[src/rtl/hysteresis_threshold_if.sv]
`default_nettype none
// ============================================================================
//  Module      : hysteresis_threshold_if
//  Description : Whole-frame bus between the producer of a thinned gradient
//                magnitude frame and the hysteresis_threshold stage.
//                master : drives enable, thresholds and the input frame,
//                         and receives done, edge_pixel and pass_count.
//                slave  : the hysteresis stage, with the opposite directions.
//  Revision    : 1.0 - initial release
// ============================================================================
interface hysteresis_threshold_if #(
    parameter int WIDTH  = 5,
    parameter int HEIGHT = 5
);
    logic                enable;
    logic signed [15:0]  low_thresh;
    logic signed [15:0]  high_thresh;
    logic signed [15:0]  non_max_pixel [HEIGHT][WIDTH];
    logic                done;
    logic signed [15:0]  edge_pixel    [HEIGHT][WIDTH];
    logic [3:0]          pass_count;

    modport master (
        output enable, low_thresh, high_thresh, non_max_pixel,
        input  done, edge_pixel, pass_count
    );

    modport slave (
        input  enable, low_thresh, high_thresh, non_max_pixel,
        output done, edge_pixel, pass_count
    );
endinterface
`default_nettype wire

[src/rtl/hysteresis_threshold.sv]
`default_nettype none
// ============================================================================
//  Module      : hysteresis_threshold
//  Description : Canny hysteresis stage. Classifies each pixel of the input
//                frame as strong / weak / none, repeatedly promotes weak
//                pixels touching a strong pixel (8-connectivity, in-place
//                raster scans), then clears any remaining weak pixels.
//  Ports       : clk  - rising-edge clock
//                rst  - synchronous active-high reset
//                bus  - hysteresis_threshold_if.slave (enable, thresholds,
//                       input frame, done pulse, edge map, pass count)
//  Revision    : 1.0 - initial release
// ============================================================================
module hysteresis_threshold #(
    parameter int WIDTH      = 5,
    parameter int HEIGHT     = 5,
    parameter int STRONG_VAL = 255,
    parameter int WEAK_VAL   = 25,
    parameter int MAX_PASSES = 8
) (
    input wire                     clk,
    input wire                     rst,
    hysteresis_threshold_if.slave  bus
);

    localparam int c_rw = (HEIGHT > 1) ? $clog2(HEIGHT) : 1;
    localparam int c_cw = (WIDTH  > 1) ? $clog2(WIDTH)  : 1;

    localparam logic [c_rw-1:0]    c_last_row   = c_rw'(HEIGHT - 1);
    localparam logic [c_cw-1:0]    c_last_col   = c_cw'(WIDTH - 1);
    localparam logic signed [15:0] c_strong     = 16'(STRONG_VAL);
    localparam logic signed [15:0] c_weak       = 16'(WEAK_VAL);
    // The pass counter is 4 bits wide, so the cap cannot exceed 15.
    localparam logic [3:0]         c_max_passes = (MAX_PASSES > 15) ? 4'd15 : 4'(MAX_PASSES);

    localparam logic [2:0] c_idle     = 3'd0;
    localparam logic [2:0] c_classify = 3'd1;
    localparam logic [2:0] c_scan     = 3'd2;
    localparam logic [2:0] c_check    = 3'd3;
    localparam logic [2:0] c_finalize = 3'd4;
    localparam logic [2:0] c_complete = 3'd5;

    logic [2:0]          r_state;
    logic [2:0]          w_next_state;
    logic [c_rw-1:0]     r_row;
    logic [c_cw-1:0]     r_col;
    logic                r_changed;
    logic [3:0]          r_pass_count;
    logic signed [15:0]  r_lo;
    logic signed [15:0]  r_hi;
    logic signed [15:0]  r_edge [HEIGHT][WIDTH];
    logic                w_done;

    logic                w_last_pixel;
    logic signed [15:0]  w_lo_eff;
    logic signed [15:0]  w_pixel;
    logic signed [15:0]  w_class;
    logic signed [15:0]  w_cur;
    logic                w_nbr;

    logic [WIDTH-1:0]    w_is_strong  [HEIGHT];
    logic [WIDTH-1:0]    w_nbr_strong [HEIGHT];

    assign w_last_pixel = (r_row == c_last_row) && (r_col == c_last_col);
    // With low above high, every pixel at or above high is strong and no weak band exists.
    assign w_lo_eff     = (bus.low_thresh < bus.high_thresh) ? bus.low_thresh : bus.high_thresh;
    assign w_pixel      = bus.non_max_pixel[r_row][r_col];
    assign w_cur        = r_edge[r_row][r_col];
    assign w_nbr        = w_nbr_strong[r_row][r_col];

    always_comb begin
        w_class = 16'sd0;
        if (w_pixel >= r_hi) begin
            w_class = c_strong;
        end else if (w_pixel >= r_lo) begin
            w_class = c_weak;
        end
    end

    // Per-pixel "strong pixel in the 3x3 window" flags. The window is clipped
    // at the frame border (clipped rows repeat the centre row, harmless in an
    // OR). The centre pixel is included: it only matters when it is weak,
    // in which case it contributes nothing.
    for (genvar gr = 0; gr < HEIGHT; gr++) begin : g_row
        for (genvar gc = 0; gc < WIDTH; gc++) begin : g_col
            localparam int c_r0 = (gr > 0)          ? gr - 1 : gr;
            localparam int c_r1 = (gr < HEIGHT - 1) ? gr + 1 : gr;
            localparam int c_c0 = (gc > 0)          ? gc - 1 : gc;
            localparam int c_c1 = (gc < WIDTH - 1)  ? gc + 1 : gc;

            assign w_is_strong[gr][gc]  = (r_edge[gr][gc] == c_strong);
            assign w_nbr_strong[gr][gc] = (|w_is_strong[c_r0][c_c1:c_c0]) |
                                          (|w_is_strong[gr][c_c1:c_c0])   |
                                          (|w_is_strong[c_r1][c_c1:c_c0]);
        end
    end

    // State register
    always_ff @(posedge clk) begin
        if (rst) begin
            r_state <= c_idle;
        end else begin
            r_state <= w_next_state;
        end
    end

    // Next-state logic
    always_comb begin
        w_next_state = r_state;
        if (!bus.enable) begin
            w_next_state = c_idle;
        end else begin
            case (r_state)
                c_idle:     w_next_state = c_classify;
                c_classify: if (w_last_pixel) w_next_state = c_scan;
                c_scan:     if (w_last_pixel) w_next_state = c_check;
                c_check:    w_next_state = (r_changed && (r_pass_count < c_max_passes)) ? c_scan : c_finalize;
                c_finalize: if (w_last_pixel) w_next_state = c_complete;
                c_complete: w_next_state = c_idle;
                default:    w_next_state = c_idle;
            endcase
        end
    end

    // Output logic
    always_comb begin
        w_done = (r_state == c_complete);
    end

    // Datapath: thresholds, raster position, pass bookkeeping and the edge map.
    // With enable low everything holds; IDLE re-initialises on the next run.
    always_ff @(posedge clk) begin
        if (rst) begin
            r_row        <= '0;
            r_col        <= '0;
            r_changed    <= 1'b0;
            r_pass_count <= 4'd0;
            r_lo         <= 16'sd0;
            r_hi         <= 16'sd0;
            for (int r = 0; r < HEIGHT; r++) begin
                for (int c = 0; c < WIDTH; c++) begin
                    r_edge[r][c] <= 16'sd0;
                end
            end
        end else if (bus.enable) begin
            case (r_state)
                c_idle: begin
                    r_lo         <= w_lo_eff;
                    r_hi         <= bus.high_thresh;
                    r_row        <= '0;
                    r_col        <= '0;
                    r_changed    <= 1'b0;
                    r_pass_count <= 4'd0;
                end
                c_classify: begin
                    r_edge[r_row][r_col] <= w_class;
                end
                c_scan: begin
                    if ((w_cur == c_weak) && w_nbr) begin
                        r_edge[r_row][r_col] <= c_strong;
                        r_changed            <= 1'b1;
                    end
                    if (w_last_pixel && (r_pass_count != 4'd15)) begin
                        r_pass_count <= r_pass_count + 4'd1;
                    end
                end
                c_check: begin
                    if (r_changed && (r_pass_count < c_max_passes)) begin
                        r_changed <= 1'b0;
                    end
                end
                c_finalize: begin
                    if (w_cur == c_weak) begin
                        r_edge[r_row][r_col] <= 16'sd0;
                    end
                end
                default: ;
            endcase

            // Raster advance; wraps to (0,0) so each visiting state starts at the origin.
            if ((r_state == c_classify) || (r_state == c_scan) || (r_state == c_finalize)) begin
                if (r_col == c_last_col) begin
                    r_col <= '0;
                    r_row <= (r_row == c_last_row) ? '0 : r_row + 1'b1;
                end else begin
                    r_col <= r_col + 1'b1;
                end
            end
        end
    end

    assign bus.done       = w_done;
    assign bus.edge_pixel = r_edge;
    assign bus.pass_count = r_pass_count;

endmodule
`default_nettype wire
[src/flat_wrapper.sv]
// flat-port wrapper written by rule: the top's interface ports become plain ports
module hysteresis_threshold_flat 
#(
    parameter int WIDTH      = 5,
    parameter int HEIGHT     = 5,
    parameter int STRONG_VAL = 255,
    parameter int WEAK_VAL   = 25,
    parameter int MAX_PASSES = 8
)
  (clk, rst, bus_enable, bus_low_thresh, bus_high_thresh, bus_non_max_pixel, bus_done, bus_edge_pixel, bus_pass_count);
  hysteresis_threshold_if #(.WIDTH(WIDTH), .HEIGHT(HEIGHT)) bus_i ();
  input wire clk;
  input wire rst;
  input wire logic [$bits(bus_i.enable)-1:0] bus_enable;
  input wire logic [$bits(bus_i.low_thresh)-1:0] bus_low_thresh;
  input wire logic [$bits(bus_i.high_thresh)-1:0] bus_high_thresh;
  input wire logic [$bits(bus_i.non_max_pixel)-1:0] bus_non_max_pixel;
  output wire logic [$bits(bus_i.done)-1:0] bus_done;
  output wire logic [$bits(bus_i.edge_pixel)-1:0] bus_edge_pixel;
  output wire logic [$bits(bus_i.pass_count)-1:0] bus_pass_count;
  assign bus_i.enable = bus_enable;
  assign bus_i.low_thresh = bus_low_thresh;
  assign bus_i.high_thresh = bus_high_thresh;
  assign bus_i.non_max_pixel = {>>{bus_non_max_pixel}};
  assign bus_done = bus_i.done;
  assign bus_edge_pixel = {>>{bus_i.edge_pixel}};
  assign bus_pass_count = bus_i.pass_count;
  hysteresis_threshold #(.WIDTH(WIDTH), .HEIGHT(HEIGHT), .STRONG_VAL(STRONG_VAL), .WEAK_VAL(WEAK_VAL), .MAX_PASSES(MAX_PASSES)) u_core (.clk(clk), .rst(rst), .bus(bus_i));
endmodule
[config.mk]
export PLATFORM = sky130hd
export DESIGN_NAME = hysteresis_threshold_flat
export DESIGN_NICKNAME = d
export VERILOG_FILES = /design/src/rtl/hysteresis_threshold_if.sv /design/src/rtl/hysteresis_threshold.sv /design/src/flat_wrapper.sv
export SDC_FILE = /design/constraint.sdc
export NUM_CORES = 1
export LEC_CHECK = 0
export ABC_AREA = 1
export CELL_PAD_IN_SITES_DETAIL_PLACEMENT = 1
export CELL_PAD_IN_SITES_GLOBAL_PLACEMENT = 1
export CORE_AREA = 2 2 331 333
export CTS_BUF_LIST = sky130_fd_sc_hd__clkbuf_4 sky130_fd_sc_hd__clkbuf_8
export DETAILED_ROUTE_END_ITERATION = 8
export DIE_AREA = 0 0 333 335
export PLACE_DENSITY_LB_ADDON = 0.1
export SYNTH_ARGS = -nofsm -noshare
export SYNTH_HDL_FRONTEND = slang
export SYNTH_SLANG_ARGS = --single-unit
[constraint.sdc]
create_clock -name clk -period 10.84 [get_ports clk]
set_input_delay 2.168 -clock clk [delete_from_list [all_inputs] [get_ports clk]]
set_output_delay 2.168 -clock clk [all_outputs]
set_load 0.005 [all_outputs]
==> results.sh, run 1 <==
export IMPL_numCtsBuffers=89
export IMPL_synth_top_cell_by_area="dfxtp_1"
export IMPL_routabilityCongestion=0.939
export IMPL_die_area_um2=112000
export IMPL_period_share=0.615
export IMPL_grt_ovfl_total=0
export IMPL_fin_worst_skew_ps=55.1
export IMPL_track_usage=0.341
export IMPL_drtIter0Drc=2558
export IMPL_crit_top_cell="nand2_1"
export IMPL_cp_num_buf_inv=5
export IMPL_pwr_density_cell_nw_per_um2=110
export IMPL_worstPathRequired_ps=11500
export IMPL_ys_ff_latch=446
export IMPL_ant_nets=0
export IMPL_final_max_slew_viol_count=0
export IMPL_p_leak_uw=0.0184
export IMPL_wirelength_um=197000
export IMPL_synth_cell_types=54
export IMPL_status="completed"
export IMPL_final_nets=6118
export IMPL_ys_top_cells_by_count="1240 x nand2_1, 1024 x nor2_1, 764 x inv_1"
export IMPL_fin_tns_setup_ps=0
export IMPL_hold_violations=0
export IMPL_cts_root_buf="clkbuf_8"
export IMPL_startpoint_type="flip-flop"
export IMPL_multi_input_comb_area_um2=15700
export IMPL_cts_htree_levels=3
export IMPL_post_cts_buffers=0
export IMPL_cts_sinks=446
export IMPL_worstPathArrival_ps=7320
export IMPL_initial_utilization=0.264
export IMPL_grt_max_degree=123
export IMPL_cap_violations=0
export IMPL_synth_ff_type="dfxtp_1"
export IMPL_min_path_type="flip-flop to flip-flop"
export IMPL_ir_worst_vdd_mv=0.0843
export IMPL_synth_warnings=0
export IMPL_yosysMostFrequentCell="nand2_1"
export IMPL_path_cells="inv_2 > nand2_2 > clkinv_2 > buf_4 > o21ai_0 > nand2_1 > nor2_1 > nand3_1 > nand3_1 > nand2_1 > nor2_1 > nand2_1 > nor2_1 > nand2_1 > nand2_4 > and2_2 > buf_4 > nand2_1 > nand2_1 > inv_1"
export IMPL_setup_viol=0
export IMPL_ios=840
export IMPL_ys_top_cells_by_area="dfxtp_1 31%, nand2_1 16%, nor2_1 13%"
export IMPL_num_vias=36300
export IMPL_tightest_slew_ps=1170
export IMPL_synth_top_area_frac=0.312
export IMPL_netlist_area_um2=28600
export IMPL_cts_tree="built"
export IMPL_post_place_cells=6954
export IMPL_drc_errors=0
export IMPL_period_minus_slack_ps=6660
export IMPL_grt_pass1_vias=35700
export IMPL_clk_latency_ps=780
export IMPL_ctsHoldBuffers=0
export IMPL_fillers=14000
export IMPL_grt_pass1_wl_um=271000
export IMPL_critical_path_max_stage_delay_ps=690
export IMPL_routedWlPerCell_um=27.5
export IMPL_viasPerCell=5.05
export IMPL_worstHoldStart="u_core.r_lo[0]"
export IMPL_regArea_um2=8930
export IMPL_syn_nets=5375
export IMPL_syn_inst=4888
export IMPL_die_y_um=335
export IMPL_whs_ps=458
export IMPL_synthArstFlopShare=0
export IMPL_dieWidth_um=333
export IMPL_place_ws_ps=4150
export IMPL_cts_buffer_depth=3
export IMPL_drive_gt1_frac=0.0533
export IMPL_crit_start="u_core.r_row[0]"
export IMPL_max_freq_mhz=150
export IMPL_core_area_um2=108000
export IMPL_rows=121
export IMPL_path_class="flip-flop to flip-flop"
export IMPL_antenna_found_initial=88
export IMPL_firstDrtPassIters=6
export IMPL_cp_end_kind="flip-flop"
export IMPL_layoutNonFillerInstCount=7175
export IMPL_dpl_hpwl_um=155000
export IMPL_final_util=0.372
export IMPL_cts_clk_slew_worst_paths_ps=70
export IMPL_ctsResizeCount=0
export IMPL_cp_max_fo=64
export IMPL_syn2layout_area_growth_pct=40.6
export IMPL_slowest_stage="and2_2"
export IMPL_crit_family="simple AND/OR/NAND/NOR gates"
export IMPL_relSlewSlack=0.217
export IMPL_synth_edff_count=0
export IMPL_portBuffers=839
export IMPL_fin_ws_ps=4180
export IMPL_rsz0062_at_grt="false"
export IMPL_reg2reg_from="u_core.r_row[0]"
export IMPL_yosysSeqAreaShare=0.312
export IMPL_avgSynthCellArea_um2=5.85
## report_power, final
group          leakage, µW  switching [µW]  total, µW  internal (µW)
clock              0.00104             863       1940           1080
combinational       0.0138             486        775            289
sequential         0.00360            25.3       1690           1660
## routing by layer
layer	share of wire	up-vias	GRT usage
met1	0.38	17600	0.382
met5	0.00042	-	0
met2	0.48	1340	0.580
met4	0.077	10	0.252
met3	0.060	383	0.0614
li1	-	16900	-
## logic make-up after synthesis
| kind of cell | share of synthesized area |
|---|---|
| AOI/OAI and AO/OA | 0.128 |
| adders and majority gates | 0.0228 |
| buffers and inverters | 0.142 |
| DFF | 0.312 |
| and+or+nand+nor | 0.395 |
## worst reg2reg max path, cell delays in order, from the launching register on
cell and delay, ps:
dfxtp_4 650, inv_2 330, nand2_2 480, clkinv_2 340, buf_4 490, o21ai_0 610, nand2_1 120, nor2_1 370
nand3_1 120, nand3_1 100, nand2_1 60, nor2_1 100, nand2_1 140, nor2_1 140, nand2_1 100, nand2_4 640
and2_2 710, buf_4 480, nand2_1 380, nand2_1 160, inv_1 50
## worst paths after layout
| check | depth (start not counted) | to | slack (ps) |
|---|---|---|---|
| hold / removal | 2 | u_core.r_lo[0] | 460 |
| setup reg to reg | 20 | u_core.bus.edge_pixel[315] | 4180 |
| hold reg to reg | 2 | u_core.r_lo[0] | 460 |
| setup / recovery | 20 | u_core.bus.edge_pixel[315] | 4180 |
## cells in the final DEF, fill, tap and decap left out, drive strengths merged, types with 5 or more instances in the layout
cell type      synthesis  layout
a41oi                  5       5
nand3                219     219
a221oi                42      42
o21ai                256     256
inv                  809     811
nor3                  31      31
nor2                1032    1032
a22oi                 33      33
a31oi                  5       5
nand4                188     188
a22o                  11      11
ha                    52      52
clkbuf               115     142
diode                  0      59
nand2               1265    1265
a221o                  7       7
o22ai                 35      35
o211ai                 9       9
o2111ai               10      10
clkdlybuf4s50          0     838
o2bb2ai               15      15
a21oi                172     172
buf                  105      34
dfxtp                446     446
clkinv                 2      17
## final cells by class
cell class              count  area share
diodes                     59     0.00367
clock buffers             142      0.0449
clock inverters            20     0.00358
inverters                 811      0.0760
multi-input cells        3411       0.390
flip-flops and latches    446       0.222
well taps                1414      0.0440
repair buffers            872       0.216
## stage by stage
step           area [µm²]  total power (µW)
6_report            40200              4410
3_5_place_dp        38100              2490
3_3_place_gp        38100              2480
4_1_cts             40000              4450
5_1_grt             40200              4580
2_1_floorplan       28600              2050
(Power assumes the default switching activity.)
==> run 2, diff against run 1 <==
==> constraint.sdc (replaced) <==
create_clock -name clk -period 5.4 [get_ports clk]
set_input_delay 1.08 -clock clk [delete_from_list [all_inputs] [get_ports clk]]
set_output_delay 1.08 -clock clk [all_outputs]
set_load 0.005 [all_outputs]
==> run 2 against run 1 <==
Against the previous run:
- register-to-register slack got worse by 3900 ps
- clock-buffer cell count is 10 higher
- non-clock buffer count grew 42
- fmax up 30%
- clock skew is 18 ps lower
- worst setup slack lost 3900 ps
- power up 100%
- final cell count increased by 0.59%
- critical path depth up 1
- global-route usage grew 0.065 points
- clock power is 110% higher
- critical path type unchanged
- largest cell class unchanged
==> results.sh, run 2 (synthesis results as in run 1) <==
export IMPL_status="completed"
export IMPL_dpl_hpwl_um=159000
export IMPL_worstPathRequired_ps=6080
export IMPL_holdPathStages=2
export IMPL_relSlewSlack=0.190
export IMPL_ios=840
export IMPL_ant_nets=0
export IMPL_numCtsBuffers=92
export IMPL_cts_tree="built"
export IMPL_internal_power_uw=6250
export IMPL_fillers=14100
export IMPL_reg2reg_from="u_core.r_row[0]"
export IMPL_antenna_found_initial=88
export IMPL_initial_utilization=0.264
export IMPL_cp_end_kind="flip-flop"
export IMPL_cp_max_fo=40
export IMPL_critical_path_max_stage_delay_ps=620
export IMPL_drc_errors=0
export IMPL_firstDrtPassIters=7
export IMPL_fin_worst_skew_ps=36.7
export IMPL_drive_gt1_frac=0.0611
export IMPL_grt_pass1_wl_um=273000
export IMPL_fin_tns_setup_ps=0
export IMPL_grt_pass1_vias=35900
export IMPL_final_max_slew_viol_count=0
export IMPL_combinationalPowerShare=0.179
export IMPL_hold_violations=0
export IMPL_period_minus_slack_ps=5130
export IMPL_viasPerCell=5.05
export IMPL_clk_latency_ps=770
export IMPL_dieWidth_um=333
export IMPL_pwr_density_cell_nw_per_um2=221
export IMPL_setup_viol=0
export IMPL_place_area_um2=38500
export IMPL_drtIter0Drc=2674
export IMPL_swShare=0.306
export IMPL_path_class="flip-flop to flip-flop"
export IMPL_grt_max_degree=117
export IMPL_worstPathArrival_ps=5810
export IMPL_final_nets=6163
export IMPL_portBuffers=839
export IMPL_crit_family="simple AND/OR/NAND/NOR gates"
export IMPL_cts_root_buf="clkbuf_8"
export IMPL_cts_htree_levels=3
export IMPL_grtUsageMet1=0.383
export IMPL_ir_worst_vdd_mv=0.173
export IMPL_layout_common_cells="1239 x nand2_1, 1020 x nor2_1, 838 x clkdlybuf4s50_1, 762 x inv_1, 445 x dfxtp_1"
export IMPL_cp_num_buf_inv=5
export IMPL_cts_buffer_depth=3
export IMPL_rows=121
export IMPL_syn2layout_area_growth_pct=42.4
export IMPL_clockPowerShare=0.445
export IMPL_grt_busiest_layer="met2"
export IMPL_wirelength_um=198000
export IMPL_min_path_type="flip-flop to flip-flop"
export IMPL_rsz0062_at_grt="false"
export IMPL_grt_ovfl_total=0
export IMPL_tightest_slew_ps=1200
export IMPL_num_vias=36500
export IMPL_worstHoldStart="u_core.r_lo[1]"
export IMPL_core_area_um2=108000
export IMPL_final_common_cell="nand2_1"
export IMPL_routabilityCongestion=0.985
export IMPL_cts_clk_slew_worst_paths_ps=60
export IMPL_grtUsageMet3=0.0622
export IMPL_cts_sinks=446
export IMPL_min_to="u_core.r_lo[1]"
export IMPL_slowest_stage="dfxtp_4"
export IMPL_final_util=0.377
export IMPL_max_freq_mhz=195
export IMPL_p_switching_uw=2760
export IMPL_die_area_um2=112000
export IMPL_reg2regPathDepth=21
export IMPL_cap_violations=0
export IMPL_grt_use_met2=0.586
export IMPL_path_cells="inv_2 > nand2_2 > clkinv_2 > buf_4 > a221oi_1 > nand3_1 > nand3_1 > o2111ai_1 > ha_1 > nand2_1 > nor3_1 > nand4_1 > o21ai_0 > a21oi_4 > buf_12 > buf_12 > nor3_1 > nor2_1 > nand4_1 > nand2_1 > nor2_1"
export IMPL_seqPwrFrac=0.376
export IMPL_track_usage=0.342
export IMPL_die_y_um=335
export IMPL_routedWlPerCell_um=27.4
export IMPL_final_area_um2=40700
export IMPL_p_leak_uw=0.0187
export IMPL_startpoint_type="flip-flop"
export IMPL_r2r_slack_ps=270
export IMPL_period_share=0.949
==> run 2: cell count changes in the layout (fill, tap and decap cells not counted), sizes merged <==
cell    change
buf        +42
clkbuf     +10
clkinv      -4
diode       -3
inv         -3
==> run 2: stage by stage <==
stage               worst slack, ps  hold slack (ps)  power [µW]  instances
floorplan                      1460              428        4110       4888
global placement                105              446        5020       6995
detailed placement             96.8              450        5040       6995
CTS                             298              464        9080       7160
global route                   4.19              491        9360       7212
finish                          275              464        9020       7217
==> run 2: worst max path at each step <==
stage | start | endpoint | slack, ps | cells after the start
after global placement | bus_non_max_pixel[350] | flip-flop | 100 | 17
after floorplan | u_core.r_row[1] | flip-flop | 1460 | 24
final | u_core.r_row[0] | flip-flop | 270 | 21
after detailed placement | bus_non_max_pixel[350] | flip-flop | 100 | 18
after CTS | u_core.r_row[0] | flip-flop | 300 | 23
after global routing | u_core.r_row[0] | flip-flop | 4 | 21
==> run 2: layer usage <==
metal,share of wire,routed length (µm)
met4,0.073,14500
met5,0.00021,41
met3,0.061,12000
met1,0.38,75800
met2,0.48,95700
==> run 2: what timing repair did <==
item                                    4_1_cts  5_1_grt
buffers inserted                              0        1
resized for setup                             0        2
hold buffers                                  0        0
endpoints found under the setup margin        0       39
==> run 2: final cells by class <==
class,instances,area (µm²),share of cell area
diodes,56,140,0.00344
repair buffers,914,9130,0.224
multi-input cells,3411,15700,0.385
clock buffers,152,1920,0.0472
flip-flops and latches,446,8930,0.219
well taps,1414,1770,0.0435
inverters,811,3060,0.0751
clock inverters,13,95.1,0.00234
==> run 2: power groups by stage <==
stage / registers, µW / clock network (µW) / logic [µW]
after floorplan: 3440 / 0 / 673
after global placement: 3460 / 0 / 1560
after detailed placement: 3460 / 0 / 1580
after CTS: 3390 / 4100 / 1580
after global routing: 3390 / 4240 / 1720
final: 3390 / 4010 / 1610
==> run 2: tightest hold or removal path, stage by stage, from the launching register on <==
cell and delay (ps):
dfxtp_1 330, nand2_1 50, o21ai_0 50
